==> src/rtl/pipeline_ctrl_pkg.sv <==
// Shared types and constants for the pipeline run/stall/flush sequencer.
package pipeline_ctrl_pkg;

    typedef enum logic [1:0] {
        IDLE,
        RUN,
        DRAIN,
        DONE
    } pctrl_state_t;

    localparam int unsigned DRAIN_CYCLES = 3;
    localparam int unsigned DRAIN_W      = 2;

    // Drain counter is loaded with the last index so it reaches zero on the final drain cycle
    localparam logic [DRAIN_W-1:0] DRAIN_LOAD = DRAIN_W'(DRAIN_CYCLES - 1);

endpackage

==> src/rtl/hazard_unit.sv <==
// Load-use hazard detector: ID-stage sources against the EX-stage load destination.
module hazard_unit #(
    parameter int unsigned RA_W = 4
) (
    input  logic            memread_ex,
    input  logic [RA_W-1:0] ra3_ex,
    input  logic [RA_W-1:0] ra1_id,
    input  logic [RA_W-1:0] ra2_id,
    input  logic            use_ra1_id,
    input  logic            use_ra2_id,
    output logic            load_use
);

    always_comb begin
        load_use = memread_ex &
                   ((use_ra1_id & (ra1_id == ra3_ex)) |
                    (use_ra2_id & (ra2_id == ra3_ex)));
    end

endmodule

==> src/rtl/pipeline_ctrl.sv <==
// Run/stall/flush sequencer for the 5-stage pipeline.
// Optional performance counters enabled by defining PIPELINE_CTRL_PERF_EN.
module pipeline_ctrl
    import pipeline_ctrl_pkg::*;
#(
    parameter int unsigned RA_W  = 4,
    parameter int unsigned CNT_W = 32
) (
    input  logic             clk,
    input  logic             rst,
    input  logic             start,
    input  logic             halt_id,
    input  logic             memread_ex,
    input  logic [RA_W-1:0]  ra3_ex,
    input  logic [RA_W-1:0]  ra1_id,
    input  logic [RA_W-1:0]  ra2_id,
    input  logic             use_ra1_id,
    input  logic             use_ra2_id,
    input  logic             pcsrc_ex,
    output logic             pc_en,
    output logic             if_id_en,
    output logic             if_id_flush,
    output logic             id_ex_flush,
    output logic             running,
    output logic             done,
    output logic [CNT_W-1:0] cycle_cnt,
    output logic [CNT_W-1:0] stall_cnt
);

    pctrl_state_t       state;
    logic [DRAIN_W-1:0] drain_cnt;
    logic               load_use;

    hazard_unit #(
        .RA_W (RA_W)
    ) u_hazard (
        .memread_ex (memread_ex),
        .ra3_ex     (ra3_ex),
        .ra1_id     (ra1_id),
        .ra2_id     (ra2_id),
        .use_ra1_id (use_ra1_id),
        .use_ra2_id (use_ra2_id),
        .load_use   (load_use)
    );

    // Controls act in the same cycle, so they decode state and inputs directly
    always_comb begin
        pc_en       = 1'b0;
        if_id_en    = 1'b0;
        if_id_flush = 1'b0;
        id_ex_flush = 1'b0;
        case (state)
            RUN: begin
                if (pcsrc_ex) begin
                    pc_en       = 1'b1;
                    if_id_en    = 1'b1;
                    if_id_flush = 1'b1;
                    id_ex_flush = 1'b1;
                end else if (load_use) begin
                    id_ex_flush = 1'b1;
                end else if (halt_id) begin
                    if_id_en    = 1'b1;
                    if_id_flush = 1'b1;
                end else begin
                    pc_en    = 1'b1;
                    if_id_en = 1'b1;
                end
            end
            DRAIN: begin
                if_id_en    = 1'b1;
                if_id_flush = 1'b1;
                id_ex_flush = 1'b1;
            end
            default: ;
        endcase
    end

    always_comb begin
        running = (state == RUN) || (state == DRAIN);
        done    = (state == DONE);
    end

    always_ff @(posedge clk or negedge rst) begin
        if (!rst) begin
            state     <= IDLE;
            drain_cnt <= '0;
        end else begin
            case (state)
                IDLE: begin
                    if (start) state <= RUN;
                end
                RUN: begin
                    if (!pcsrc_ex && !load_use && halt_id) begin
                        state     <= DRAIN;
                        drain_cnt <= DRAIN_LOAD;
                    end
                end
                DRAIN: begin
                    if (drain_cnt == '0) begin
                        state <= DONE;
                    end else begin
                        drain_cnt <= drain_cnt - 1'b1;
                    end
                end
                default: state <= DONE;
            endcase
        end
    end

`ifdef PIPELINE_CTRL_PERF_EN
    logic [CNT_W-1:0] cycle_q;
    logic [CNT_W-1:0] stall_q;
    logic             count_cycle;
    logic             count_stall;

    always_comb begin
        count_cycle = (state == RUN) || (state == DRAIN);
        count_stall = (state == RUN) && !pcsrc_ex && load_use;
    end

    // Saturating counters: hold at all-ones instead of wrapping
    always_ff @(posedge clk or negedge rst) begin
        if (!rst) begin
            cycle_q <= '0;
            stall_q <= '0;
        end else begin
            if (count_cycle && (cycle_q != '1)) cycle_q <= cycle_q + CNT_W'(1);
            if (count_stall && (stall_q != '1)) stall_q <= stall_q + CNT_W'(1);
        end
    end

    always_comb begin
        cycle_cnt = cycle_q;
        stall_cnt = stall_q;
    end
`else
    always_comb begin
        cycle_cnt = '0;
        stall_cnt = '0;
    end
`endif

endmodule

==> config.mk <==
export PLATFORM = sky130hd
export DESIGN_NAME = pipeline_ctrl
export DESIGN_NICKNAME = d
export VERILOG_FILES = /design/src/rtl/pipeline_ctrl_pkg.sv /design/src/rtl/hazard_unit.sv /design/src/rtl/pipeline_ctrl.sv
export SDC_FILE = /design/constraint.sdc
export NUM_CORES = 1
export LEC_CHECK = 0
export CAP_MARGIN = 5
export CORE_ASPECT_RATIO = 0.6
export CORE_MARGIN = 1.5
export CORE_UTILIZATION = 34
export DETAILED_ROUTE_END_ITERATION = 7
export PLACE_DENSITY = 0.87
export SLEW_MARGIN = 0
export SYNTH_ARGS = -nofsm -noshare
export SYNTH_HDL_FRONTEND = slang
export SYNTH_SLANG_ARGS = --single-unit
==> constraint.sdc <==
create_clock -name clk -period 3.55 [get_ports clk]
set_clock_uncertainty 0.05 [all_clocks]
set_input_delay 0.71 -clock clk [delete_from_list [all_inputs] [get_ports clk]]
set_output_delay 0.71 -clock clk [all_outputs]
set_load 0.02 [all_outputs]
# After elaboration in Yosys (flattened, before gate mapping)
# Index checks and enable logic that the tools add are counted.
word_totals:
  ff_bits: 4
  input_bits: 20
  output_inout_bits: 70
  word_cells: 46
classes:
  addsub: 1
  eq_ne: 9
  muxes: 20
  bitwise: 4
  reduce_logical: 10
ops:
  columns: ["operator", "n"]
  rows:
  - ["$mux 1", 11]
  - ["$eq 4x4->1", 2]
  - ["$mux 2", 4]
  - ["$pmux 1 s2", 3]
  - ["$pmux 2 s3", 1]
  - ["$reduce_and 3->1", 2]
  - ["$eq 2x2->1 const B", 2]
  - ["$logic_not 2->1", 2]
  - ["$ne 2x1->1 const B", 2]
  - ["$ne 2x2->1 const B", 2]
  - ["$pmux 2 s2", 1]
  - ["$and 1x1->1", 3]
  - ["$eq 2x1->1 const B", 1]
  - ["$logic_and 1x1->1", 2]
  - ["$logic_not 1->1", 2]
  - ["$reduce_bool 2->1", 1]
  - ["$sub 2x1->2 const B", 1]
  - ["$logic_or 1x1->1", 1]
  - ["$or 1x1->1", 1]

# Longest topological paths before layout
# Gate-level depths: netlist of run 1.
depth:
  depth_word: 9
  depth_mapped: 8
  depth_no_buf: 7

# Cells and area by module
# A second synthesis of run 1 with hierarchy kept.
unflattened:
  hier_cells: 117
  hier_area_um2: 983.4
by_module_without_submodules:
  columns: ["mod", "instances", "cells_per_inst", "area_per_inst_um2", "seq_area_each_um2"]
  rows:
  - ["pipeline_ctrl", 1, 105, 880.8, 100.1]
  - ["hazard_unit", 1, 12, 102.6, 0.0]

# Worst setup path before layout of run 1
# OpenSTA, ideal clock, no wires.
synth_path:
  kind: "input port to output port"
  from: "input port ra3_ex[1]"
  to: "output port id_ex_flush"
  arrival_time_ps: 1610
  t_required_ps: 2790
  setup_slack_ps: 1180
  cell_stages: 5
  path_buffers: 0
  cell_sequence: "xnor2_1 -> nand3_2 -> o22ai_1 -> nor3_1 -> nor2_1"
synth_between:
  elab_chain_cells: 7
  word_cells_on_any_way: 9
  cone_classes: "eq/ne (2); mux (3); bitwise (4)"
synth_rtl:
  columns: ["item", "line_no", "text"]
  rows:
  - ["start, declared", "pipeline_ctrl.sv:14", "input logic [RA_W-1:0] ra3_ex,"]
  - ["$eq 4x4->1, on equally long branches", "hazard_unit.sv:16, hazard_unit.sv:17", null]
  - ["$and 1x1->1, on equally long branches", "hazard_unit.sv:16, hazard_unit.sv:17", null]
  - ["$or 1x1->1 *", "hazard_unit.sv:16", "((use_ra1_id & (ra1_id == ra3_ex)) |"]
  - ["$and 1x1->1 *", "hazard_unit.sv:15", "load_use = memread_ex &"]
  - ["$mux 1 *", "pipeline_ctrl.sv:59", "end else if (load_use) begin"]
  - ["$mux 1 *", "pipeline_ctrl.sv:54", "if (pcsrc_ex) begin"]
  - ["$pmux 1 s2 *", "pipeline_ctrl.sv:52", "case (state)"]
  - ["end, declared", "pipeline_ctrl.sv:23", "output logic id_ex_flush,"]
# Mark *: on every way between the ends. The rest lies on a longest branch, timed or not.

# Worst setup path after layout of run 1
# Same ends and word-level chain as after synthesis.

==> results.rst, run 1 <==
.. list-table::
   :header-rows: 1

   * - Metric
     - Value
   * - Num rows
     - 14
   * - Worst r2r src
     - state[1]
   * - Maximum frequency from static timing analysis
     - 294.1 MHz
   * - Total area of multi-input combinational cells
     - 626.9 sq um
   * - Commonest non-fill, non-tap cell in the layout
     - sky130_fd_sc_hd__conb_1
   * - Final estimated routing congestion in global placement
     - 0.8400
   * - Number of inserted filler cells in the final layout
     - 280
   * - Count of buffers from port buffering
     - 25
   * - Hold violation count in the final report
     - 0
   * - Destination of the worst register-to-register timing path
     - drain_cnt[1]
   * - Worst hold slack
     - 0.5165 ns
   * - Worst-skew pair later-pin latency
     - 0.21 ns
   * - Initial antenna violation count
     - 0
   * - Initial standard-cell utilization of the core
     - 37.75%
   * - Final worst-path cycle share
     - 95.78%
   * - Worst setup slack for register-to-register paths
     - 1.95 ns
   * - Max-cap check violation count
     - 0
   * - Cells on Worst Hold Path
     - 2
   * - Number of antenna-violating nets in the routed design
     - 0
   * - Iter 0 DRT Violations
     - 5
   * - Required time of the worst setup path
     - 2.79 ns
   * - Critical path launch point type
     - primary input
   * - Layout cell share with drive strength beyond 1
     - 6.081%
   * - Worst IR drop on VDD
     - 0.1516 mV
   * - Chain of cells forming the critical path
     - clkdlybuf4s50_1, xnor2_1, nand3_2, o22ai_1, nor3_1, nor2_1, clkdlybuf4s50_1
   * - Cells resized by post-CTS repair
     - 0
   * - Detailed-placement wirelength estimate
     - 1377 microns
   * - Height of the die
     - 44.98 microns
   * - Total number of vias
     - 642
   * - Largest net degree at the start of global routing
     - 9
   * - Cell type with the highest occurrence count on the critical path
     - sky130_fd_sc_hd__clkdlybuf4s50_1
   * - Die Area
     - 3281 sq um
   * - Buffers & Inverters on Critical Path
     - 2
   * - Ratio of total power to cell area
     - 225.1 nW/um^2
   * - Distinct cell type count of the synthesized netlist
     - 26
   * - Synthesized area per cell
     - 8.184 sq um
   * - Final Max Slew Viols
     - 0
   * - Final setup violating endpoints
     - 0
   * - Average wire per standard cell
     - 8.069 microns
   * - Leading cell types in the layout, fill and taps excluded
     - sky130_fd_sc_hd__conb_1, sky130_fd_sc_hd__clkdlybuf4s50_1, sky130_fd_sc_hd__xnor2_1
   * - Endpoint with the worst hold slack
     - drain_cnt[1]
   * - Worst stage delay on the critical path
     - 0.61 ns
   * - Max Fanout on Critical Path
     - 3
   * - Worst hold path class
     - reg -> reg
   * - Number of global-route vias before repair
     - 480
   * - Classification of the worst setup path
     - in -> out
   * - Standard cell core area
     - 2645 sq um
   * - First drt pass iteration count
     - 4
   * - Post-synthesis sequential element count
     - 4
   * - Main flop type after synthesis
     - sky130_fd_sc_hd__dfrtp_1
   * - Top cell family by delay on the critical path
     - buffers and inverters
   * - Post-CTS Repair Setup Buffers
     - 0
   * - Cell leakage power
     - 0.5431 nW
   * - Post-CTS clock slew at the launch and capture registers of the worst setup and hold paths
     - 0.03 ns
   * - Die outline width
     - 72.96 microns
   * - Setup repair after global routing missed its margin
     - no
   * - EDFF count, synth
     - 0
   * - Endpoint kind of the worst setup timing path
     - output port
   * - Count of synthesis-stage warnings from yosys
     - 0
   * - Clock tree from TritonCTS
     - built
   * - CTS Root Cell
     - sky130_fd_sc_hd__clkbuf_8
   * - Status
     - complete, no violations
   * - Number of CTS-inserted buffers
     - 3
   * - Net count reported at finish
     - 177
   * - First-pass GRT wire length
     - 1966 microns
   * - Area share of the largest cell type after synthesis
     - 48.12%
   * - Fraction of synthesis flops using an asynchronous set or reset pin
     - 100.0%
   * - Reg area
     - 100.1 sq um
   * - Maximum count of clock buffers along a single path
     - 2
   * - Total global routing overflow
     - 0
   * - Area contributors post-synth
     - sky130_fd_sc_hd__buf_4, sky130_fd_sc_hd__dfrtp_1, sky130_fd_sc_hd__ha_1
   * - Register area share after synthesis
     - 10.03%
   * - Total standard cell area after synthesis
     - 998.5 sq um
   * - Cell type with the highest aggregate area in the netlist
     - sky130_fd_sc_hd__buf_4
   * - Antenna diode count
     - 0
   * - Layout-stage area growth over the synthesis result
     - 9.273%
   * - Sinks on the clock net
     - 4
   * - Number of remaining DRC errors
     - 0
   * - Detailed-route vias per instance
     - 3.415
   * - Cell count after synthesis
     - 122
   * - Sum of negative setup slack
     - 0 ns
   * - CTS HTree Levels
     - 1
   * - Total detailed-routing wirelength
     - 1517 microns
   * - Cell with the largest stage delay on the worst path
     - sky130_fd_sc_hd__clkdlybuf4s50_1
   * - Arrival @ worst endpoint
     - 2.64 ns
   * - Overall routing resource usage
     - 7.819%
   * - Worst r2r path cells
     - 7
   * - Hold Crit Start
     - drain_cnt[1]
   * - Final critical-path required period
     - 3.400 ns
   * - Number of top-level pins
     - 90
   * - Count of hold buffers inserted by post-cts repair
     - 0
per-stage QoR:
step | setup WS, ns | utilization (%) | cells | power [mW] | area [sq um]
3_3_place_gp | 0.2085 | 39.69 | 185 | 0.1506 | 1050
4_1_cts | 0.1288 | 41.25 | 188 | 0.2481 | 1091
3_5_place_dp | 0.1369 | 39.69 | 185 | 0.1513 | 1050
6_report | 0.1499 | 41.25 | 188 | 0.2456 | 1091
5_1_grt | 0.02677 | 41.25 | 188 | 0.2585 | 1091
2_1_floorplan | 1.180 | - | 185 | 0.1784 | 1235
where the power goes:
group	internal, mW	leakage, nW	switching [mW]
clock network	0.0721	0.0216	0.0214
logic	0.0284	0.481	0.0777
registers	0.0459	0.0402	0
cell families (layout without fill, tap and decap cells):
logic type	count (synthesis)	after routing	synth area share (%)
other	1	64	0.3756
buffers and inverters	71	34	50.88
DFF	4	4	10.03
adders and majority gates	7	7	8.772
xor gates and xnor gates	8	8	7.018
muxes	2	2	2.005
and+or+nand+nor	13	13	8.520
AOI/OAI and AO/OA	16	16	12.41
worst reg2reg max path, delay by kind of cell, from the launching register on:
| kind | cells | cell delay (ns) |
|---|---|---|
| adders and majority gates | 1 | 0.35 |
| AOI/OAI and AO/OA | 4 | 0.48 |
| and+or+nand+nor | 1 | 0.12 |
| buffers and inverters | 1 | 0.14 |
| DFF | 1 | 0.38 |
cell usage after synthesis, types with 2 or more instances:
library cell	instances
sky130_fd_sc_hd__a21oi_1	4
sky130_fd_sc_hd__buf_4	64
sky130_fd_sc_hd__dfrtp_1	4
sky130_fd_sc_hd__ha_1	7
sky130_fd_sc_hd__inv_1	6
sky130_fd_sc_hd__mux2i_1	2
sky130_fd_sc_hd__nand2b_1	2
sky130_fd_sc_hd__nand3_2	4
sky130_fd_sc_hd__nor2_1	4
sky130_fd_sc_hd__o21ai_0	2
sky130_fd_sc_hd__xnor2_1	8
sequential cells by signal, summed over array words and instances, names as in the netlist:
name and flops:
drain_cnt 2, state 2
layout make-up:
| type | count | share of cell area [%] |
|---|---|---|
| inverters | 6 | 2.064 |
| clock buffers | 3 | 3.784 |
| well taps | 40 | 4.587 |
| multi-input cells | 110 | 57.45 |
| flip-flops and latches | 4 | 9.174 |
| repair buffers | 25 | 22.94 |
worst max-delay path by stage:
stage	from	end	cells past startpoint
floorplan	ra3_ex[1]	id_ex_flush	5
global placement	ra3_ex[1]	id_ex_flush	7
detailed placement	ra3_ex[1]	id_ex_flush	7
CTS	ra3_ex[1]	id_ex_flush	7
global route	ra3_ex[1]	id_ex_flush	7
finish	ra3_ex[1]	id_ex_flush	7
per-layer routing:
layer	GRT usage, %	share of wire, %	vias up
met1	10.30	38	289
met3	1.339	10	0
li1	-	-	320
met2	12.84	52	33
met5	0	0	-
met4	3.396	0	0
No activity file was read; power rests on OpenSTA's default activity.
==> run 2: changes to the inputs <==
--- a/config.mk
+++ b/config.mk
@@ -5,7 +5,7 @@
 export SDC_FILE = /design/constraint.sdc
 export NUM_CORES = 1
 export LEC_CHECK = 0
-export CAP_MARGIN = 5
+export CAP_MARGIN = 20
 export CORE_ASPECT_RATIO = 0.6
 export CORE_MARGIN = 1.5
 export CORE_UTILIZATION = 34
==> results of run 2 <==
Final layout, timing and power as in run 1 (identical DEF).
==> run 3: changes to the inputs <==
--- a/config.mk
+++ b/config.mk
@@ -11,6 +11,7 @@
 export CORE_UTILIZATION = 34
 export DETAILED_ROUTE_END_ITERATION = 7
 export PLACE_DENSITY = 0.87
+export REMOVE_ABC_BUFFERS = 1
 export SLEW_MARGIN = 0
 export SYNTH_ARGS = -nofsm -noshare
 export SYNTH_HDL_FRONTEND = slang
==> run 3 against run 2 <==
Design area rose by 0.57%. Power grew 1.5%. Critical path depth did not move. Largest power group unchanged. Routed wire length grew 0.99%. Critical path type unchanged. Critical endpoint unchanged. Combinational power about the same. Clock-buffer cell count did not move. Sequential share of layout area down 0.052 points. First-iteration DRC count is 40% higher. Global-route usage increased by 1.3 points. Worst setup slack improved by 0.054 ns. Register-to-register slack is essentially flat. Sequential power about the same.
==> results.rst, run 3 (same netlist as run 1, synthesis figures left out) <==
.. list-table::
   :header-rows: 1

   * - Metric
     - Value
   * - Final critical-path required period
     - 3.346 ns
   * - Status
     - complete, no violations
   * - Overall routing resource usage
     - 9.091%
   * - Worst-skew pair later-pin latency
     - 0.22 ns
   * - Post-CTS clock slew at the launch and capture registers of the worst setup and hold paths
     - 0.03 ns
   * - Largest net degree at the start of global routing
     - 9
   * - Initial standard-cell utilization of the core
     - 37.75%
   * - Final setup violating endpoints
     - 0
   * - Sinks on the clock net
     - 4
   * - Initial antenna violation count
     - 0
   * - Cell leakage power
     - 0.5439 nW
   * - Max Fanout on Critical Path
     - 3
   * - Arrival @ worst endpoint
     - 2.59 ns
   * - Final worst-path cycle share
     - 94.25%
   * - Total global routing overflow
     - 0
   * - Standard cell core area
     - 2645 sq um
   * - Hold violation count in the final report
     - 0
   * - Cell type with the highest occurrence count on the critical path
     - sky130_fd_sc_hd__clkdlybuf4s50_1
   * - Net count reported at finish
     - 177
   * - Classification of the worst setup path
     - in -> out
   * - CTS Root Cell
     - sky130_fd_sc_hd__clkbuf_8
   * - Height of the die
     - 44.98 microns
   * - Total number of vias
     - 617
   * - Number of CTS-inserted buffers
     - 3
   * - Die Area
     - 3281 sq um
   * - Count of placed standard cells in the final layout, fillers left out
     - 188
   * - Largest registers
     - drain_cnt: 2 flops, state: 2 flops
   * - Layout-stage area growth over the synthesis result
     - 9.899%
   * - Total detailed-routing wirelength
     - 1532 microns
   * - Worst hold path class
     - reg -> reg
   * - Commonest non-fill, non-tap cell in the layout
     - sky130_fd_sc_hd__conb_1
   * - Cells on Worst Hold Path
     - 2
   * - Antenna diode count
     - 0
   * - Cell area after placement
     - 1050 sq um
   * - Hold Crit Start
     - drain_cnt[1]
   * - Die outline width
     - 72.96 microns
   * - Worst r2r path cells
     - 7
   * - Critical path launch point type
     - primary input
   * - Endpoint kind of the worst setup timing path
     - output port
   * - Maximum frequency from static timing analysis
     - 298.9 MHz
   * - Number of remaining DRC errors
     - 0
   * - Required time of the worst setup path
     - 2.79 ns
   * - Destination of the worst register-to-register timing path
     - drain_cnt[1]
   * - Cell with the largest stage delay on the worst path
     - sky130_fd_sc_hd__clkdlybuf4s50_1
   * - Final Max Slew Viols
     - 0
   * - Worst r2r src
     - state[1]
   * - Critical Path Start
     - ra3_ex[1]
   * - First-pass GRT wire length
     - 2180 microns
   * - Number of top-level pins
     - 90
   * - Chain of cells forming the critical path
     - clkdlybuf4s50_1, xnor2_1, nand3_2, o22ai_2, nor3_1, nor2_1, clkdlybuf4s50_1
   * - Number of antenna-violating nets in the routed design
     - 0
   * - Worst IR drop on VDD
     - 0.07343 mV
   * - Detailed-route vias per instance
     - 3.282
   * - Layout cell share with drive strength beyond 1
     - 6.757%
   * - Final estimated routing congestion in global placement
     - 0.8365
   * - Design area
     - 1097 sq um
   * - Ratio of total power to cell area
     - 227.2 nW/um^2
   * - Num rows
     - 14
   * - Count of buffers from port buffering
     - 25
   * - Endpoint with the worst hold slack
     - drain_cnt[1]
   * - Detailed-placement wirelength estimate
     - 1382 microns
   * - Average wire per standard cell
     - 8.149 microns
   * - Number of global-route vias before repair
     - 517
   * - Setup repair after global routing missed its margin
     - no
   * - Worst setup slack for register-to-register paths
     - 1.94 ns
   * - Iter 0 DRT Violations
     - 7
   * - First drt pass iteration count
     - 2
   * - Total Power Consumption
     - 0.2493 mW
   * - Max-cap check violation count
     - 0
   * - Count of placed standard cells including taps
     - 185
   * - CTS HTree Levels
     - 1
   * - Number of inserted filler cells in the final layout
     - 263
   * - Clock tree from TritonCTS
     - built
   * - Sum of negative setup slack
     - 0 ns
   * - Maximum count of clock buffers along a single path
     - 2
   * - Worst stage delay on the critical path
     - 0.62 ns
   * - Leading cell types in the layout, fill and taps excluded
     - sky130_fd_sc_hd__conb_1, sky130_fd_sc_hd__clkdlybuf4s50_1, sky130_fd_sc_hd__xnor2_1
run 3: changes by cell type in the layout (fill, tap and decap cells not counted):
cell / previous run / this run
sky130_fd_sc_hd__o22ai_1: 1 / 0
sky130_fd_sc_hd__o22ai_2: 0 / 1
run 3: per-stage QoR:
stage          util [%]  hold WS (ns)  worst slack [ns]
2_1_floorplan         -        0.3644             1.180
3_3_place_gp      39.69        0.5049            0.1792
3_5_place_dp      39.69        0.5251            0.1569
4_1_cts           41.25        0.5291            0.1306
5_1_grt           41.49        0.5634           0.04084
6_report          41.49        0.5277            0.2043
run 3: power breakdown:
| group | internal, mW | switching, mW |
|---|---|---|
| logic | 0.0286 | 0.0779 |
| registers | 0.0459 | 0 |
| clock network | 0.0723 | 0.0245 |
| total | 0.147 | 0.102 |
run 3: layer usage:
metal	vias to the layer above	track usage [%]	part of all wire, %	wire length, microns
met3	5	3.795	6.8	104
met2	23	13.39	50	763
li1	319	-	-	-
met4	0	6.792	3.0	46
met1	270	10.73	40	617
met5	-	0	0	0
run 3: cell type report:
type	count	area [sq um]	area share (%)
Multi-Input combinational cell	110	633.1	57.70
Timing Repair Buffer	25	250.2	22.81
Sequential cell	4	100.1	9.122
Tap cell	40	50.05	4.561
Clock buffer	3	41.29	3.763
Inverter	6	22.52	2.052
run 3: worst max-delay path by stage:
stage	to	cells past startpoint
after floorplan	id_ex_flush	5
after global placement	id_ex_flush	7
after detailed placement	id_ex_flush	7
after CTS	id_ex_flush	7
after global routing	id_ex_flush	7
final	id_ex_flush	7
run 3: worst max-delay path, delay by kind of cell:
| family | cells | cell delay [ns] |
|---|---|---|
| XOR/XNOR | 1 | 0.22 |
| AO/OA/AOI/OAI | 1 | 0.25 |
| buffers and inverters | 2 | 1.08 |
| AND/OR/NAND/NOR | 3 | 0.33 |
run 3: timing repair:
item                                    4_1_cts  5_1_grt
endpoints found under the hold margin         0        0
hold buffers                                  0        0
resized for setup                             0        1
setup buffers                                 0        0
endpoints found under the setup margin        0        1
